`src/rtl/stopwatch_lap_ctrl.sv`:
```
// stopwatch_lap_ctrl
//   Turns single-cycle button pulses into run/clear controls for the stopwatch counter core.
//   Captures lap times into a circular buffer and offers a review mode that walks the stored
//   laps from oldest to newest. Every output is registered, so a pulse sampled at one edge
//   is visible on the outputs right after that edge.
//
// Ports
//   clk_core    system clock
//   rst         asynchronous active-low reset
//   start_stop  pulse: run/stop toggle, also leaves review
//   lap_rst     pulse: capture a lap while running, full clear while stopped
//   review      pulse: enter review / step to the next lap
//   min_i       live minutes (BCD)
//   sec_i       live seconds (BCD)
//   ms_10_i     live 10 ms units (BCD)
//   cnt_en      counter core enable, high only while running
//   cnt_clr     one-cycle synchronous clear for the counter core
//   min_o       displayed minutes
//   sec_o       displayed seconds
//   ms_10_o     displayed 10 ms units
//   lap_cnt     number of valid laps, 0..DEPTH
//   lap_idx     review index, 0 = oldest stored lap
//   reviewing   high while in review mode
module stopwatch_lap_ctrl #(
  parameter int unsigned DEPTH = 8,
  parameter int unsigned IDX_W = 3
) (
  input  logic             clk_core,
  input  logic             rst,
  input  logic             start_stop,
  input  logic             lap_rst,
  input  logic             review,
  input  logic [7:0]       min_i,
  input  logic [7:0]       sec_i,
  input  logic [7:0]       ms_10_i,
  output logic             cnt_en,
  output logic             cnt_clr,
  output logic [7:0]       min_o,
  output logic [7:0]       sec_o,
  output logic [7:0]       ms_10_o,
  output logic [IDX_W:0]   lap_cnt,
  output logic [IDX_W-1:0] lap_idx,
  output logic             reviewing
);

  localparam logic [IDX_W:0]   LapMax = (IDX_W + 1)'(DEPTH);
  localparam logic [IDX_W:0]   CntOne = (IDX_W + 1)'(1);
  localparam logic [IDX_W-1:0] PtrOne = IDX_W'(1);

  typedef enum logic [1:0] {StIdle, StRun, StStop, StReview} state_e;

  state_e           state_q, state_d;
  logic             ret_stop_q, ret_stop_d;  // 1: leave review to STOP, 0: to IDLE
  logic [IDX_W-1:0] wr_ptr_q, wr_ptr_d;
  logic [IDX_W:0]   lap_cnt_d;
  logic [IDX_W-1:0] lap_idx_d;
  logic             cnt_clr_d;
  logic             lap_we;
  logic             last_lap;
  logic [IDX_W-1:0] rd_addr;
  logic [23:0]      disp_d;

  logic [23:0]      lap_buf [DEPTH];

  assign last_lap = ({1'b0, lap_idx} == (lap_cnt - CntOne));

  always_comb begin
    state_d    = state_q;
    ret_stop_d = ret_stop_q;
    wr_ptr_d   = wr_ptr_q;
    lap_cnt_d  = lap_cnt;
    lap_idx_d  = lap_idx;
    cnt_clr_d  = 1'b0;
    lap_we     = 1'b0;
    // Branch order encodes the pulse priority start_stop > lap_rst > review.
    unique case (state_q)
      StIdle: begin
        if (start_stop) begin
          state_d = StRun;
        end else if (review && (lap_cnt != '0)) begin
          state_d    = StReview;
          ret_stop_d = 1'b0;
          lap_idx_d  = '0;
        end
      end
      StRun: begin
        if (start_stop) begin
          state_d = StStop;
        end else if (lap_rst) begin
          lap_we   = 1'b1;
          wr_ptr_d = wr_ptr_q + PtrOne;
          if (lap_cnt != LapMax) begin
            lap_cnt_d = lap_cnt + CntOne;
          end
        end
      end
      StStop: begin
        if (start_stop) begin
          state_d = StRun;
        end else if (lap_rst) begin
          state_d   = StIdle;
          cnt_clr_d = 1'b1;
          lap_cnt_d = '0;
          wr_ptr_d  = '0;
        end else if (review && (lap_cnt != '0)) begin
          state_d    = StReview;
          ret_stop_d = 1'b1;
          lap_idx_d  = '0;
        end
      end
      StReview: begin
        if (start_stop) begin
          state_d   = ret_stop_q ? StStop : StIdle;
          lap_idx_d = '0;
        end else if (review) begin
          if (last_lap) begin
            state_d   = ret_stop_q ? StStop : StIdle;
            lap_idx_d = '0;
          end else begin
            lap_idx_d = lap_idx + PtrOne;
          end
        end
      end
      default: state_d = StIdle;
    endcase
  end

  // Once the buffer has wrapped, the oldest entry sits at the write pointer.
  assign rd_addr = (lap_cnt_d == LapMax) ? (wr_ptr_d + lap_idx_d) : lap_idx_d;

  // Display follows the next state so a review step and its lap data appear together.
  assign disp_d = (state_d == StReview) ? lap_buf[rd_addr] : {min_i, sec_i, ms_10_i};

  always_ff @(posedge clk_core or negedge rst) begin
    if (!rst) begin
      state_q    <= StIdle;
      ret_stop_q <= 1'b0;
      wr_ptr_q   <= '0;
      lap_cnt    <= '0;
      lap_idx    <= '0;
      cnt_en     <= 1'b0;
      cnt_clr    <= 1'b0;
      reviewing  <= 1'b0;
      min_o      <= '0;
      sec_o      <= '0;
      ms_10_o    <= '0;
    end else begin
      state_q    <= state_d;
      ret_stop_q <= ret_stop_d;
      wr_ptr_q   <= wr_ptr_d;
      lap_cnt    <= lap_cnt_d;
      lap_idx    <= lap_idx_d;
      cnt_en     <= (state_d == StRun);
      cnt_clr    <= cnt_clr_d;
      reviewing  <= (state_d == StReview);
      {min_o, sec_o, ms_10_o} <= disp_d;
    end
  end

  // Lap storage carries no reset; entries beyond lap_cnt are never shown.
  always_ff @(posedge clk_core) begin
    if (lap_we) begin
      lap_buf[wr_ptr_q] <= {min_i, sec_i, ms_10_i};
    end
  end

endmodule

```
`config.mk`:
```
export PLATFORM = sky130hd
export DESIGN_NAME = stopwatch_lap_ctrl
export DESIGN_NICKNAME = d
export VERILOG_FILES = /design/src/rtl/stopwatch_lap_ctrl.sv
export SDC_FILE = /design/constraint.sdc
export NUM_CORES = 1
export LEC_CHECK = 0
export ABC_AREA = 1
export CORE_AREA = 2 2 156 158
export DETAILED_ROUTE_END_ITERATION = 16
export DIE_AREA = 0 0 158 160
export GPL_ROUTABILITY_DRIVEN = 0
export PLACE_DENSITY_LB_ADDON = 0.25
export SLEW_MARGIN = 25
export SYNTH_ARGS = -nofsm -noshare
export SYNTH_HDL_FRONTEND = slang
export SYNTH_SLANG_ARGS = --single-unit
```
`constraint.sdc`:
```
create_clock -name clk_core -period 8.8 [get_ports clk_core]
set_clock_uncertainty 0.1 [all_clocks]
set_input_delay 1.76 -clock clk_core [delete_from_list [all_inputs] [get_ports clk_core]]
set_output_delay 1.76 -clock clk_core [all_outputs]
set_load 0.01 [all_outputs]
```
==> results.cfg <==
[cells_and_area]
drive_above_1_share_pct = 8.18
nets = 1133
finish.utilization_pct = 52.2
fillCellCount = 2138
final_common_cell = nand3_1
diodes = 0
mostFrequentLayoutCells = nand3_1, nand2_1, inv_1
area.growth.synth_to_final_pct = 18.2

[timing]
rsz0062_at_grt = no
final_max_slew_viol_count = 0
setup_viol = 0
worst_hold_slack_ns = 0.429
clock.fmax_mhz = 186
min_period_ns = 5.37
finalHoldViolations = 0
slew_headroom_pct = 40.4
tightest_slew_ns = 0.894
timing.final.crit_share_pct = 61.0
tns_ns = 0
setup_slack_ns = 3.43

[floorplan]
core_sq_mm = 0.0238
die_w_microns = 158
rows = 57
dieArea_sq_mm = 0.0253
die_h_microns = 160
start_util_pct = 44.2
ios = 63

[route]
vias_per_cell = 5.07
drt_iter0_drc = 490
ant_nets = 0
drtPass1Iterations = 5
drcViolationCount = 0
vias = 7292
routed_wl_mm = 24.8
wire_per_inst_microns = 17.3

[clocking]
cts-root-buf = clkbuf_16
clk_pin_slew_worst_paths_ns = 0.06
cts.sinks = 232
cts_buffers = 26
clockBufferDepth = 3
cts_setup_buffers = 0
clock_latency_ns = 0.55
cts_max_level = 1
cts_resized = 0
cts_hold_buf = 0
cts_tree = built

[synthesis]
synth.distinct_cells = 33
syn_inst = 1040
synth_seq_cells = 232
synth_flop_cell = edfxtp_1
syn_area_sq_mm = 0.0105
yosysWarnings = 0
netlist_top_cells_area = edfxtp_1, nand3_1, dfrtp_1
syn_area_per_cell_sq_um = 10.1
syn-num-nets = 1080
ys_seq_area_share_pct = 64.3
synth_edf_count = 192
yosysTopAreaCell = edfxtp_1
synth_top_area_share_pct = 54.7
async_reset_ff_share_pct = 17.2

[power]
power_mw = 3.77
p_sw_share_pct = 33.6
comb_power_share_pct = 31.5
power.density_mw_per_mm2 = 303
power.internal_mw = 2.50
peakVddDrop_mv = 0.203
p_seq_share_pct = 36.0
clockPowerShare_pct = 32.5
p_leak_nw = 5.30
p_sw_mw = 1.27

[worst_setup_path]
reg2reg_depth = 21
cp_max_fo = 25
endpoint_kind = register
path_class = in2reg
critPathCapture = min_o[1]
startpoint_type = input port
arrival_ns = 5.69
r2r-end = min_o[1]
rrSetupSlack_ns = 4.42
required_ns = 9.12
r2r-start = lap_cnt[0]
worstSetupStartpoint = lap_rst

[place]
io_buffers = 62
dp_slack_ns = 2.90
dp_hpwl_mm = 12.9

[hold_path]
hp-class = reg2reg

[run_status]
status = completed

[global_routing]
grt.overflow.total = 0
grt_max_degree = 97
first_global_vias = 6961
antenna_found_initial = 0
grt_usage_pct = 20.1
grt_pass1_wl_mm = 39.0

[flow_run]
max_cap_viol_count = 0
[how the worst min path moves through the flow]
| stage | to | startpoint | cells after the start | slack, ns |
|---|---|---|---|---|
| after CTS | ret_stop_q | ret_stop_q | 2 | 0.44 |
| after global routing | ret_stop_q | ret_stop_q | 2 | 0.45 |
| after floorplan | ret_stop_q | ret_stop_q | 2 | 0.37 |
| final | ret_stop_q | ret_stop_q | 2 | 0.43 |
| after detailed placement | ret_stop_q | ret_stop_q | 2 | 0.42 |
| after global placement | ret_stop_q | ret_stop_q | 2 | 0.43 |
[final cells by class]
| class | count | area (sq um) | share of cell area (%) |
|---|---|---|---|
| inverter | 204 | 766 | 6.15 |
| clock buffer | 28 | 668 | 5.37 |
| sequential | 232 | 6770 | 54.4 |
| tap | 324 | 405 | 3.26 |
| multi-input combinational | 553 | 2780 | 22.3 |
| clock inverter | 20 | 324 | 2.60 |
| timing repair buffer | 76 | 737 | 5.92 |
[power groups by stage]
stage	logic, mW	clock network, mW	registers [mW]
CTS	1.20	1.25	1.36
global route	1.33	1.29	1.37
global placement	1.18	0	1.38
floorplan	0.769	0	1.39
finish	1.19	1.23	1.36
detailed placement	1.19	0	1.38
[cell families (layout without fill, tap and decap cells)]
| kind of cell | count (synthesis) | count (layout) | share of synthesized area, % |
|---|---|---|---|
| AO/OA/AOI/OAI | 19 | 19 | 1.06 |
| XOR/XNOR | 4 | 4 | 0.333 |
| adder cells (fa/ha/maj) | 11 | 11 | 1.38 |
| buffers and inverters | 255 | 328 | 9.79 |
| flip-flops | 232 | 232 | 64.3 |
| AND/OR/NAND/NOR | 519 | 519 | 23.2 |
[worst max-delay path, stage by stage]
cell and delay (ns):
clkdlybuf4s50_1 0.65, inv_2 0.09, ha_1 0.29, o21ai_0 0.17, nand2_1 0.07, o31ai_1 0.10
ha_1 0.21, inv_1 0.05, fa_1 0.42, xnor2_1 0.22, nor2_1 0.07, nand3_1 0.08
nand2_2 0.44, inv_2 0.72, nand3_1 0.15, nand3_1 0.11, nand2_1 0.07
[layer usage]
metal / share of wire, % / up-vias / global-route usage (%)
li1: - / 3522 / -
met1: 44 / 3515 / 27.9
met2: 48 / 201 / 32.5
met3: 5.1 / 54 / 2.69
met4: 3.1 / 0 / 6.88
met5: 0 / - / 0
[state kept, by name, indices dropped and copies added (netlist names)]
register / flops
reviewing: 1
sec_o: 8
wr_ptr_q: 3
min_o: 8
lap_idx: 3
ret_stop_q: 1
ms_10_o: 8
state_q: 2
cnt_clr: 1
lap_cnt: 4
cnt_en: 1
lap_buf: 192
[Yosys cell counts, types with 7 or more instances]
cell      count
inv_1       195
buf_4         7
nor2_1       16
ha_1         10
dfrtp_1      40
inv_2         8
edfxtp_1    192
nand3b_1     24
nand2_1     197
buf_1         8
buf_2        32
nand3_1     260
[stage by stage]
| step | area [sq um] | instances |
|---|---|---|
| 6_report | 12400 | 1437 |
| 5_1_grt | 12400 | 1437 |
| 4_1_cts | 12400 | 1437 |
| 3_5_place_dp | 11400 | 1389 |
| 3_3_place_gp | 11400 | 1389 |
| 2_1_floorplan | 10500 | 1040 |
Power figures use the tool's default switching activity.
